==> src/rtl/sevenseg_scan_ctrl.sv <==
// rtl/sevenseg_scan_ctrl.sv - multiplexed 7-segment scan controller with blank window, PWM and blink
// Outputs are registered from next-state values so pins line up with the FSM state they describe.
module sevenseg_scan_ctrl #(
    parameter int N_DIGITS       = 4,
    parameter int SLOT_CYCLES    = 1000,
    parameter int BLANK_CYCLES   = 4,
    parameter int BRIGHT_W       = 4,
    parameter int BLINK_FRAMES   = 64,
    parameter bit SEG_ACTIVE_LOW = 1'b1,
    parameter bit AN_ACTIVE_LOW  = 1'b1
) (
    input  logic                          clk,
    input  logic                          reset,
    input  logic                          enable,
    input  logic [N_DIGITS-1:0][7:0]      digit_seg,
    input  logic [BRIGHT_W-1:0]           brightness,
    input  logic [N_DIGITS-1:0]           blink_mask,
    output logic [7:0]                    seg_out,
    output logic [N_DIGITS-1:0]           an,
    output logic [$clog2(N_DIGITS)-1:0]   digit_idx,
    output logic                          frame_start
);

    localparam int IW = $clog2(N_DIGITS);
    localparam int SW = $clog2(SLOT_CYCLES);
    localparam int PW = SW + BRIGHT_W + 1;
    localparam int FW = (BLINK_FRAMES > 1) ? $clog2(BLINK_FRAMES) : 1;

    localparam logic [7:0]          SEG_OFF    = SEG_ACTIVE_LOW ? 8'hFF : 8'h00;
    localparam logic [N_DIGITS-1:0] AN_OFF     = AN_ACTIVE_LOW ? {N_DIGITS{1'b1}} : {N_DIGITS{1'b0}};
    localparam logic [SW-1:0]       SLOT_LAST  = SW'(SLOT_CYCLES - 1);
    localparam logic [SW-1:0]       BLANK_LAST = SW'(BLANK_CYCLES - 1);
    localparam logic [SW:0]         BLANK_EXT  = (SW + 1)'(BLANK_CYCLES);
    localparam logic [IW-1:0]       DIGIT_LAST = IW'(N_DIGITS - 1);
    localparam logic [FW-1:0]       FRAME_LAST = FW'(BLINK_FRAMES - 1);
    localparam logic [PW-1:0]       ACTIVE_LEN = PW'(SLOT_CYCLES - BLANK_CYCLES);

    localparam logic [1:0] IDLE  = 2'd0;
    localparam logic [1:0] BLANK = 2'd1;
    localparam logic [1:0] ON    = 2'd2;
    localparam logic [1:0] OFF   = 2'd3;

    logic [1:0]          state, state_n;
    logic [SW-1:0]       slot_cnt, slot_n;
    logic [IW-1:0]       idx_n;
    logic [FW-1:0]       frame_cnt, fcnt_n;
    logic                blink_phase, phase_n;
    logic [SW-1:0]       on_len, onlen_n;
    logic [7:0]          seg_lat, seglat_n;
    logic                fs_n;
    logic [7:0]          seg_n;
    logic [N_DIGITS-1:0] an_n;

    logic [PW-1:0]       on_prod;
    logic [SW-1:0]       on_len_new;
    logic [SW:0]         on_end;
    logic [SW:0]         slot_inc;
    logic                slot_end;
    logic [N_DIGITS-1:0] an_hot;
    logic [7:0]          seg_lit;

    // Full-precision product so the maximum code yields the whole on-window.
    assign on_prod    = ACTIVE_LEN * (PW'(brightness) + PW'(1));
    assign on_len_new = SW'(on_prod >> BRIGHT_W);
    assign on_end     = BLANK_EXT + {1'b0, on_len};
    assign slot_inc   = {1'b0, slot_cnt} + {{SW{1'b0}}, 1'b1};
    assign slot_end   = (slot_cnt == SLOT_LAST);

    always_comb begin
        state_n  = state;
        slot_n   = slot_cnt;
        idx_n    = digit_idx;
        fcnt_n   = frame_cnt;
        phase_n  = blink_phase;
        onlen_n  = on_len;
        seglat_n = seg_lat;
        fs_n     = 1'b0;

        if (!enable) begin
            state_n = IDLE;
            slot_n  = '0;
            idx_n   = '0;
            fcnt_n  = '0;
            phase_n = 1'b0;
        end else if (state == IDLE) begin
            state_n = BLANK;
            slot_n  = '0;
            idx_n   = '0;
            fs_n    = 1'b1;
            onlen_n = on_len_new;
        end else if (slot_end) begin
            state_n = BLANK;
            slot_n  = '0;
            onlen_n = on_len_new;
            if (digit_idx == DIGIT_LAST) begin
                idx_n = '0;
                fs_n  = 1'b1;
                if (frame_cnt == FRAME_LAST) begin
                    fcnt_n  = '0;
                    phase_n = ~blink_phase;
                end else begin
                    fcnt_n = frame_cnt + FW'(1);
                end
            end else begin
                idx_n = digit_idx + IW'(1);
            end
        end else begin
            slot_n = slot_cnt + SW'(1);
            case (state)
                BLANK: begin
                    if (slot_cnt == BLANK_LAST) begin
                        if (on_len == '0) begin
                            state_n = OFF;
                        end else begin
                            state_n  = ON;
                            seglat_n = digit_seg[digit_idx];
                        end
                    end
                end
                ON: begin
                    if (slot_inc == on_end) begin
                        state_n = OFF;
                    end
                end
                default: ;
            endcase
        end

        an_hot  = N_DIGITS'(1) << idx_n;
        seg_lit = (phase_n && blink_mask[idx_n]) ? 8'h00 : seglat_n;
        if (state_n == ON) begin
            an_n  = AN_ACTIVE_LOW ? ~an_hot : an_hot;
            seg_n = SEG_ACTIVE_LOW ? ~seg_lit : seg_lit;
        end else begin
            an_n  = AN_OFF;
            seg_n = SEG_OFF;
        end
    end

    always_ff @(posedge clk) begin
        if (!reset) begin
            state       <= IDLE;
            slot_cnt    <= '0;
            digit_idx   <= '0;
            frame_cnt   <= '0;
            blink_phase <= 1'b0;
            on_len      <= '0;
            seg_lat     <= '0;
            seg_out     <= SEG_OFF;
            an          <= AN_OFF;
            frame_start <= 1'b0;
        end else begin
            state       <= state_n;
            slot_cnt    <= slot_n;
            digit_idx   <= idx_n;
            frame_cnt   <= fcnt_n;
            blink_phase <= phase_n;
            on_len      <= onlen_n;
            seg_lat     <= seglat_n;
            seg_out     <= seg_n;
            an          <= an_n;
            frame_start <= fs_n;
        end
    end

endmodule

==> config.mk <==
export PLATFORM = sky130hd
export DESIGN_NAME = sevenseg_scan_ctrl
export DESIGN_NICKNAME = d
export VERILOG_FILES = /design/src/rtl/sevenseg_scan_ctrl.sv
export SDC_FILE = /design/constraint.sdc
export NUM_CORES = 1
export LEC_CHECK = 0
export BUFFER_PORTS_ARGS = -buffer_cell sky130_fd_sc_hd__buf_2
export CAP_MARGIN = 20
export CORE_UTILIZATION = 57
export DETAILED_ROUTE_END_ITERATION = 10
export PLACE_DENSITY = 0.8
export SLEW_MARGIN = 15
export SYNTH_ARGS = -nofsm -noshare
export SYNTH_HDL_FRONTEND = slang
export SYNTH_SLANG_ARGS = --single-unit
==> constraint.sdc <==
create_clock -name clk -period 4.6 [get_ports clk]
set_input_delay 0 -clock clk [delete_from_list [all_inputs] [get_ports clk]]
set_output_delay 0 -clock clk [all_outputs]
set_load 0.02 [all_outputs]
==> impl_metrics.py <==
metrics = {
    "timing": {
        "setup_viol": 0,
        "min_period_ns": 3.83,
        "fin_worst_skew_ns": 0.0136,
        "fmax_mhz": 261,
        "drv_slew": 0,
        "relSlewSlack_pct": 46.7,
        "rsz0062_at_grt": "no",
        "tightest_slew_ns": 0.793,
        "hold_viol": 0,
        "period_share_pct": 83.2,
        "tns_ns": 0,
    },
    "worst_setup_path": {
        "worstSetupPathType": "in2reg",
        "crit_path_max_incr_delay_ns": 0.64,
        "rr_startpoint": "slot_cnt[0]",
        "end_kind": "register",
        "cpMaxStageDelayCell": "fa_1",
        "crit_buf_inv": 5,
        "critPathMaxFanout": 7,
        "crit_family": "adder cells",
        "path_cells": "buf_2 -> ha_1 -> xnor2_1 -> inv_1 -> fa_1 -> inv_1 -> fa_1 -> inv_1 -> fa_1 -> ha_1 -> inv_1 -> o21bai_1 -> a2111oi_0 -> nor3_1 -> a311o_1",
        "startpoint": "brightness[0]",
        "cp_data_arrival_time_ns": 4.03,
        "startpoint_type": "input port",
        "critPathRequiredTime_ns": 4.80,
        "cp_common_cell": "inv_1",
    },
    "cts": {
        "cts_max_path_buffers": 2,
        "clk_latency_ns": 0.32,
        "cts_tree": "yes",
        "cts.sinks": 52,
        "path_clk_slew_ns": 0.10,
        "cts_made_buffers": 5,
        "post-cts-setup-buffer-count": 0,
        "cts-root-buf": "clkbuf_8",
        "htreeDepth": 2,
    },
    "yosys": {
        "synth_nets": 483,
        "synth_edf_count": 0,
        "netlist_area_mm2": 0.00356,
        "synth_warnings": 0,
        "synth_cell_types": 62,
        "synth-main-ff-cell": "dfxtp_1",
        "ys_seq_elements": 52,
        "avgSynthCellArea_um2": 8.84,
        "synthesis.instances": 403,
        "ys_async_sr_fraction_pct": 0,
        "yosysSeqAreaShare_pct": 29.2,
    },
    "cells_and_area": {
        "insertedDiodeCount": 0,
        "layout.cells.most_common_list": "buf_2 (57), dfxtp_1 (52), nor2_1 (51)",
        "layout_commonest_cell": "buf_2",
        "fin_nets": 537,
        "drive_gt1_share_pct": 18.6,
        "syn2layout_area_growth_pct": 11.8,
    },
    "floorplanning": {
        "core_mm2": 0.00599,
        "io_pins": 58,
        "dieArea_mm2": 0.00657,
        "start_util_pct": 59.4,
        "die_h_um": 81.0,
        "placementRows": 28,
        "die_w_um": 81.0,
    },
    "grt": {
        "grt_pass1_vias": 2840,
        "use_met3_pct": 2.92,
        "grtUsageMet1_pct": 31.8,
        "grt_pass1_wl_um": 12500,
        "busiest_layer": "met2",
        "grtUsageTotal_pct": 24.5,
        "grt_use_met2_pct": 42.4,
        "antenna_found_initial": 0,
        "gr-total-overflow": 0,
        "grt_max_degree": 20,
    },
    "power_and_ir_drop": {
        "pwr-share-comb_pct": 33.7,
        "peakVddDrop_mv": 0.181,
        "powerDensity_mw_per_mm2": 293,
        "p_int_uw": 766,
        "switchingPower_uw": 399,
        "p_leak_nw": 1.68,
        "p_seq_share_pct": 43.1,
        "p_sw_share_pct": 34.3,
        "clkPwrFrac_pct": 23.2,
        "p_total_mw": 1.17,
    },
    "flow_run": {
        "max-cap-violations": 0,
    },
    "detailed_routing": {
        "vias": 2969,
        "drc": 0,
        "dr.first_iter.drc_count": 172,
        "wirelength_um": 7480,
        "wl_per_cell_um": 14.0,
        "ant_nets": 0,
        "drt-pass1-iter-count": 4,
        "viasPerCell": 5.57,
    },
    "place": {
        "numPortBuffers": 57,
        "place_hpwl_um": 6080,
        "gp_congestion": 0.862,
    },
    "min_path": {
        "hold_path.class": "in2reg",
        "hold_path_startpoint": "enable",
    },
    "run_status": {
        "outcome": "completed",
    },
}
path summary, 6_finish.rpt:
kind                  endpoint  slack, ns  cells past startpoint
hold / removal    frame_cnt[3]       0.04                      3
setup reg to reg    seg_out[7]       1.59                      8
setup / recovery     on_len[9]       0.77                     15
hold reg to reg    slot_cnt[0]       0.49                      1
synth_stat cells, drive strengths merged (2+ instances only):
library cell  count  area (um2)
o221ai            2        17.5
ha               28         350
nor2b             4        25.0
o32a              2        20.0
nand2b            3        18.8
a211oi            3        22.5
a31oi             2        27.5
nor3             12        60.1
nand3            15        75.1
nor2             51         191
o311ai            3        26.3
xor2              8        70.1
and4              2        17.5
a21oi            15        75.1
and3              2        12.5
or4               3        22.5
a21o              2        15.0
nand2            37         139
dfxtp            52        1040
nand4             8        50.1
nor4              4        46.3
or3               3        18.8
xnor2            22         193
mux4              8         180
clkbuf            5        18.8
a311oi            3        32.5
mux2i            11         110
buf               6        41.3
or2               2        12.5
fa                9         180
o21a              4        30.0
mux2              2        22.5
o31ai             3        22.5
inv              37         139
o21ai             5        25.0
and2              5        31.3
o21bai            4        30.0
routing by layer:
metal  vias up  routed length (um)
li1       1520                   -
met1      1376                3390
met2        62                3740
met3        11                 225
met4         0                 122
met5         -                   0
per-stage QoR:
| stage | cell area [um2] | utilization [%] | hold WS [ns] | setup WS, ns | std cells |
|---|---|---|---|---|---|
| 2_1_floorplan | 3560 | - | 0.122 | 0.959 | 403 |
| 3_5_place_dp | 3880 | 64.8 | 0.319 | 0.483 | 524 |
| 4_1_cts | 3980 | 66.5 | 0.0480 | 0.794 | 533 |
| 6_report | 3980 | 66.5 | 0.0426 | 0.774 | 533 |
| 3_3_place_gp | 3880 | 64.8 | 0.322 | 0.629 | 524 |
| 5_1_grt | 3980 | 66.5 | 0.0611 | 0.500 | 533 |
power groups by stage:
stage / registers (mW) / logic (mW) / clock network (mW)
detailed placement: 0.512 / 0.392 / 0
global route: 0.506 / 0.444 / 0.289
global placement: 0.511 / 0.377 / 0
floorplan: 0.503 / 0.304 / 0
CTS: 0.501 / 0.396 / 0.272
finish: 0.502 / 0.393 / 0.271
worst reg2reg max path: stages (launching register included):
cell and delay, ns:
dfxtp_1 0.42, ha_1 0.31, or4b_4 0.51, nor4_4 0.32
nor2_1 0.08, o31ai_1 0.21, o311ai_1 0.19, a311oi_2 0.71
nand2_1 0.13
what timing repair did:
item | in CTS | in global routing
gates resized for setup | 0 | 0
endpoints found under the hold margin | 1 | 0
setup endpoints to repair | 0 | 0
hold buffers | 1 | 0
area by class of cell:
| class | instances | area [um2] |
|---|---|---|
| Clock buffer | 5 | 68.8 |
| Clock inverter | 3 | 22.5 |
| Fill cell | 493 | 2010 |
| Inverter | 38 | 143 |
| Multi-Input combinational cell | 302 | 2320 |
| Sequential cell | 52 | 1040 |
| Tap cell | 75 | 93.8 |
| Timing Repair Buffer | 58 | 295 |
state kept, by name, indices dropped and copies added, names as in the netlist:
name / count
blink_phase: 1
an: 4
on_len: 10
slot_cnt: 10
frame_cnt: 6
state: 2
frame_start: 1
seg_out: 8
seg_lat: 8
digit_idx: 2
cell families after synthesis:
logic type,count (synthesis),synth area share (%)
buffers and inverters,49,5.69
xor gates and xnor gates,30,7.38
AOI/OAI and AO/OA,58,12.1
muxes,21,8.78
adders and majority gates,37,14.9
DFF,52,29.2
and+or+nand+nor,156,21.9
Note: power is estimated with default switching activity, not from simulation.
